### config.mk
export PLATFORM = sky130hd
export DESIGN_NAME = bfloat_mac_feeder
export DESIGN_NICKNAME = d
export VERILOG_FILES = /design/src/rtl/bfloat_mac_feeder.sv
export SDC_FILE = /design/constraint.sdc
export NUM_CORES = 1
export LEC_CHECK = 0
export ABC_AREA = 0
export CORE_MARGIN = 2
export CORE_UTILIZATION = 55
export DETAILED_ROUTE_END_ITERATION = 7
export MAX_ROUTING_LAYER = met4
export PLACE_DENSITY = 0.77
export SETUP_SLACK_MARGIN = 0.15
export SLEW_MARGIN = 20
export SYNTH_ARGS = -nofsm -noshare
export SYNTH_HDL_FRONTEND = slang
export SYNTH_SLANG_ARGS = --single-unit
### constraint.sdc
create_clock -name clk -period 3.23 [get_ports clk]
set_input_delay 0.4845 -clock clk [delete_from_list [all_inputs] [get_ports clk]]
set_output_delay 0.4845 -clock clk [all_outputs]
set_load 0.01 [all_outputs]
### src/rtl/bfloat_mac_feeder.sv
// Joins bfloat16 A/B operand streams into a small pair FIFO and issues len tagged pairs per vector.
// Optional BF_FEEDER_DENORM_FLUSH_EN: subnormal operands are flushed to signed zero at FIFO write.
module bfloat_mac_feeder #(
   parameter int DEPTH = 4,
   parameter int LEN_W = 8
) (
   input  logic             clk,
   input  logic             rst,
   input  logic             start,
   input  logic [LEN_W-1:0] len,
   input  logic [15:0]      a_data,
   input  logic             a_valid,
   output logic             a_ready,
   input  logic [15:0]      b_data,
   input  logic             b_valid,
   output logic             b_ready,
   output logic [15:0]      mac_a,
   output logic [15:0]      mac_b,
   output logic             mac_valid,
   input  logic             mac_ready,
   output logic             mac_first,
   output logic             mac_last,
   output logic             busy,
   output logic             done
);

   localparam int AW = (DEPTH > 1) ? $clog2(DEPTH) : 1;
   localparam int CW = $clog2(DEPTH) + 1;

   typedef enum logic [1:0] {IDLE, RUN, DRAIN} state_t;

   state_t           state;
   logic [LEN_W-1:0] remaining;
   logic [LEN_W-1:0] len_lat;
   logic [33:0]      mem [DEPTH];
   logic [AW-1:0]    wr_ptr;
   logic [AW-1:0]    rd_ptr;
   logic [CW-1:0]    count;
   logic             full;
   logic             empty;
   logic             accept;
   logic             push;
   logic             pop;
   logic [33:0]      head;
   logic [33:0]      wr_entry;

   function automatic logic [15:0] conv(input logic [15:0] v);
`ifdef BF_FEEDER_DENORM_FLUSH_EN
      if (v[14:7] == 8'd0 && v[6:0] != 7'd0) return {v[15], 15'd0};
`endif
      return v;
   endfunction

   always_comb begin
      empty    = (count == '0);
      full     = (count == CW'(DEPTH));
      accept   = (state == RUN) && (remaining != '0) && !full;
      a_ready  = accept && b_valid;
      b_ready  = accept && a_valid;
      push     = accept && a_valid && b_valid;
      pop      = !empty && mac_ready;
      head     = mem[rd_ptr];
      wr_entry = {conv(a_data), conv(b_data), (remaining == len_lat), (remaining == LEN_W'(1))};
      busy     = (state != IDLE);
      mac_valid = !empty;
      // Head is gated so an empty FIFO never exposes stale entries.
      {mac_a, mac_b, mac_first, mac_last} = empty ? '0 : head;
   end

   always_ff @(posedge clk) begin
      if (rst) begin
         state     <= IDLE;
         remaining <= '0;
         len_lat   <= '0;
         wr_ptr    <= '0;
         rd_ptr    <= '0;
         count     <= '0;
         done      <= 1'b0;
      end else begin
         done <= 1'b0;
         if (push) wr_ptr <= wr_ptr + 1'b1;
         if (pop)  rd_ptr <= rd_ptr + 1'b1;
         if (push && !pop)      count <= count + 1'b1;
         else if (!push && pop) count <= count - 1'b1;
         case (state)
            IDLE: begin
               if (start && len != '0) begin
                  remaining <= len;
                  len_lat   <= len;
                  state     <= RUN;
               end
            end
            RUN: begin
               if (push) begin
                  remaining <= remaining - 1'b1;
                  if (remaining == LEN_W'(1)) state <= DRAIN;
               end
            end
            DRAIN: begin
               if (pop && head[0]) begin
                  state <= IDLE;
                  done  <= 1'b1;
               end
            end
            default: state <= IDLE;
         endcase
      end
   end

   always_ff @(posedge clk) begin
      if (push) mem[wr_ptr] <= wr_entry;
   end

endmodule

==> impl_metrics.toml, run 1 <==
[clock_network]
cts_buffers = 17
hold_buffers = 0
clockRootBuffer = "clkbuf_16"
clock_path_buffers = 2
cts-resized-gates = 0
clk_latency_ns = 0.41
numClockSinks = 164
cts-htree-levels = 4
postCtsSetupRepairBufs = 0
cts_tree = "built"
cts.clk_slew.worst_paths_ns = 0.06

[grt]
first_global_vias = 3839
grt_max_degree = 38
grt_antenna_before_repair = 0
grt_util_all_layers = 0.210
overflow = 0
grt_pass1_wl_um = 19800

[sta]
tightest_slew_ns = 0.939
setup_viol = 0
tns_ns = 0
holdWs_ns = 0.469
max_freq_mhz = 342
finalMaxSlewViolations = 0
hold_violations = 0
rsz0062_at_grt = "no"
relSlewSlack = 0.374
fin_crit_ns = 2.93
setup_ws_ns = 0.302
fin_crit_sh = 0.906
fin_skew_ns = 0.0108

[logic_synthesis]
synth_area_leader_cell = "edfxtp_1"
synth-edff-count = 136
ys_seq_area_frac = 0.694
synthArstFlopShare = 0
synth-seq-cells = 164
yosysWarnings = 0
synth_area_leaders = "edfxtp_1 61%, mux4_2 11%, dfxtp_1 8.4%"
synthFlopType = "edfxtp_1"
yosys.cell_types.count = 47
syn_avg_cell_area_sq_um = 16.8
synth_area_sq_um = 6700
syn_inst = 398
synth_nets = 452
synthDominantCellAreaShare = 0.610

[finish]
area_growth_pct = 24.3
nets = 542
final_common_cell = "edfxtp_1"
final_cell_mix = "136 x edfxtp_1, 84 x clkdlybuf4s50_1, 36 x and2_1"
nFillCells = 782
n_antenna_cell = 0
finalCoreUtilization = 0.696
layout-drive-gt1-share = 0.170

[critical_path]
critPathBufInv = 2
worstSetupPathType = "flip-flop to output port"
critical-path-top-delay-family = "simple AND/OR/NAND/NOR gates"
cp.arrival_ns = 2.44
critical_path_required_ns = 2.75
worst_path_largest_cell_delay_ns = 0.51
cpMaxStageDelayCell = "or3b_2"
path_cells = "inv_1 > ha_1 > or3b_2 > o211a_1 > and2_1 > clkdlybuf4s50_1"
cp_max_fo = 6
endpoint_kind = "output port"
start_kind = "flip-flop"

[status]
status = "finished clean"

[pwr]
max-vdd-ir-drop_mv = 0.513
fin_total_pwr_mw = 5.92
p_leak_nw = 2.71
power.density_nw_per_um2 = 711

[place]
post-place-ws_ns = 0.323
placement.io_buffers = 84
hpwl_um = 7680
gp_congestion = 0.809

[min_path]
hold_path.class = "flip-flop to flip-flop"

[job]
max-cap-violations = 0

[die]
rows = 40
die_width_um = 114
dieArea_sq_um = 13100
ios = 85
core_area_sq_um = 12000
start_util = 0.560
die_h_um = 114

[drt]
vias = 3739
drcViolationCount = 0
vias_per_cell = 5.77
wl_per_cell_um = 19.2
firstDrtPassIters = 5
drt-total-wl_um = 12500
drt_iter0_drc = 150
detail-route-antenna-nets = 0
==> area by class of cell <==
class / instances / area (sq um) / share of cell area
clock inverters: 8 / 101 / 0.0122
well taps: 147 / 184 / 0.0221
clock buffers: 24 / 472 / 0.0566
multi-input cells: 202 / 1910 / 0.230
repair buffers: 93 / 971 / 0.117
inverters: 10 / 40.0 / 0.00481
flip-flops and latches: 164 / 4650 / 0.558
==> registers in the layout (all words and copies together) (netlist names), named ones only <==
| register | count |
|---|---|
| rd_ptr | 2 |
| mem | 136 |
| done | 1 |
| count | 3 |
| len_lat | 8 |
| state | 2 |
| wr_ptr | 2 |
| remaining | 8 |
==> layer usage <==
metal,vias to the layer above,wire (um),part of all wire,global-route usage
met4,0,165,0.013,0.0756
met2,118,6250,0.50,0.335
met3,15,571,0.046,0.0392
met1,1884,5480,0.44,0.275
li1,1722,-,-,-
met5,-,0,0,-
==> cells in the mapped netlist, drive strengths merged (2+ instances only) <==
master,number
a21oi,15
and2,40
buf,8
clkbuf,14
dfxtp,28
edfxtp,136
ha,7
inv,10
mux2i,4
mux4,34
nand2,20
nand3,10
nand4,5
nor2,12
nor4b,3
o211a,2
o211ai,3
o21ai,4
o221ai,4
or3,2
or3b,2
or4,4
xnor2,11
xor2,4
==> final timing paths <==
| path | start | endpoint | slack [ns] | cells after the start |
|---|---|---|---|---|
| setup / recovery | remaining[0] | a_ready | 0.30 | 6 |
| hold / removal | len_lat[7] | len_lat[7] | 0.47 | 2 |
| setup reg to reg | remaining[0] | count[2] | 0.42 | 11 |
| hold reg to reg | len_lat[7] | len_lat[7] | 0.47 | 2 |
==> kinds of logic (layout without fill, tap and decap cells) <==
group | after synthesis | count (layout) | share of synthesized area
buffers and inverters | 32 | 135 | 0.0217
multiplexers | 38 | 38 | 0.120
flip-flops | 164 | 164 | 0.694
XOR/XNOR | 15 | 15 | 0.0196
AND/OR/NAND/NOR | 105 | 105 | 0.0897
AO/OA/AOI/OAI | 36 | 36 | 0.0391
adder cells (fa/ha/maj) | 8 | 8 | 0.0161
==> worst min-delay path: stages, from the launching register on <==
cell     delay (ns)
dfxtp_1        0.31
nand2_1        0.05
a21oi_1        0.05
==> metrics by stage <==
step,cells,cell area [sq um]
final,648,8330
after global routing,648,8330
after CTS,648,8330
after detailed placement,616,7750
after global placement,616,7750
after floorplan,398,6700
==> where the power goes <==
group	switching (mW)	internal, mW
registers	0.0679	2.36
clock network	0.757	1.18
logic	0.695	0.860
total	1.52	4.40
Note: power is estimated with default switching activity, not from simulation.
==> run 2: changes to the inputs <==
Settings changed: CELL_PAD_IN_SITES_DETAIL_PLACEMENT set to 0, CELL_PAD_IN_SITES_GLOBAL_PLACEMENT set to 1, CORE_MARGIN 2 to not set, CORE_UTILIZATION 55 to 42, PLACE_DENSITY 0.77 to 0.73.
Clock period 3.23 ns to 2.6 ns, I/O delays scaled along.
==> run 2 against run 1 <==
Wire length up 4.8%. Die area up 26%. Global-route usage down 3.5 points.
==> impl_metrics.toml, run 2 (synthesized netlist as in run 1, its figures left out) <==
[sta]
fin_skew_ns = 0.00951
setup_ws_ns = 0.0881
rsz0062_at_grt = "yes"
holdWs_ns = 0.472
fin_crit_ns = 2.51
relSlewSlack = 0.533
max_freq_mhz = 398
setup_viol = 0
hold_violations = 0
tightest_slew_ns = 0.699
fin_crit_sh = 0.966
tns_ns = 0
finalMaxSlewViolations = 0

[finish]
largest_registers = "mem x136, len_lat x8, remaining x8"
top_register = "mem"
area_growth_pct = 29.1
finalCoreUtilization = 0.563
fin_area_sq_um = 8650
final_common_cell = "edfxtp_1"
final_cell_mix = "136 x edfxtp_1, 57 x clkdlybuf4s50_1, 35 x and2_1"
largest_register_ffs = 136
layout-drive-gt1-share = 0.246
nFillCells = 1215
fin_cells = 737
nets = 566

[clock_network]
numClockSinks = 164
cts_tree = "built"
cts.clk_slew.worst_paths_ns = 0.06
hold_buffers = 0
clock_path_buffers = 2
clk_latency_ns = 0.42
cts_buffers = 17
cts-htree-levels = 4
clockRootBuffer = "clkbuf_16"

[grt]
first_global_vias = 3726
grt_util_all_layers = 0.175
overflow = 0
grt_antenna_before_repair = 1
grt_pass1_wl_um = 20200
grt_max_degree = 38

[place]
placement.io_buffers = 84
place_inst = 691
hpwl_um = 8270
gp_congestion = 0.808
dpl_cell_area_sq_um = 7940
post-place-ws_ns = 0.00137

[min_path]
hold_path.class = "flip-flop to flip-flop"
hold_depth = 2

[pwr]
seqPwrFrac = 0.406
internal-power_mw = 5.52
power_frac_comb = 0.263
power.density_nw_per_um2 = 857
p_clk_frac = 0.331
fin_total_pwr_mw = 7.41
p_sw_mw = 1.89
switching_share = 0.255
max-vdd-ir-drop_mv = 0.531
p_leak_nw = 2.95

[die]
start_util = 0.436
ios = 85
die_h_um = 128
dieArea_sq_um = 16500
core_area_sq_um = 15400
rows = 45
die_width_um = 128

[job]
max-cap-violations = 0

[critical_path]
r2r_setup_slack_ns = 0.21
critical_path_required_ns = 2.21
reg2regPathDepth = 12
worstSetupPathType = "flip-flop to output port"
endpoint_kind = "output port"
start_kind = "flip-flop"
cp.arrival_ns = 2.12
cp_max_fo = 6

[drt]
wl_per_cell_um = 17.7
vias_per_cell = 5.16
detail-route-antenna-nets = 0
drt_iter0_drc = 193
drcViolationCount = 0
drt-total-wl_um = 13100
firstDrtPassIters = 4
vias = 3800

[status]
status = "finished clean"
-- run 2: routing by layer --
layer / wire length, um / part of all wire / global-route usage
met4: 202 / 0.015 / 0.0664
met1: 5820 / 0.44 / 0.214
met5: 0 / 0 / -
met2: 6470 / 0.49 / 0.280
met3: 584 / 0.045 / 0.0463
-- run 2: worst max-delay path: stages (launching register included) --
cell	delay (ns)
dfxtp_4	0.40
buf_4	0.17
mux4_2	0.50
and2_1	0.17
clkdlybuf4s50_1	0.47
-- run 2: power groups by stage --
stage,logic (mW),registers [mW],clock network (mW)
floorplan,1.04,3.02,0
global placement,1.99,3.07,0
detailed placement,2.00,3.07,0
CTS,1.95,3.02,2.51
global route,2.10,3.02,2.61
finish,1.95,3.01,2.45
-- run 2: cell type report --
type	instances	area [sq um]	share of cell area
Inverter	10	40.0	0.00463
Clock inverter	5	98.8	0.0114
Multi-Input combinational cell	202	1950	0.225
Antenna cell	1	2.50	0.000289
Tap cell	211	264	0.0305
Sequential cell	164	4660	0.539
Timing Repair Buffer	117	1150	0.133
Clock buffer	27	483	0.0558
-- run 2: final timing paths --
check / start / endpoint
max: flip-flop / mac_a[8]
max reg2reg: remaining[1] / count[2]
min: len_lat[4] / len_lat[4]
min reg2reg: len_lat[4] / len_lat[4]
-- run 2: what timing repair did --
| item | 4_1_cts | 5_1_grt |
|---|---|---|
| pin swaps | 1 | 5 |
| endpoints found under the setup margin | 37 | 26 |
| gates resized for setup | 40 | 37 |
| endpoints found under the hold margin | 0 | 0 |
| buffers inserted | 8 | 4 |
| cloned | 1 | 0 |
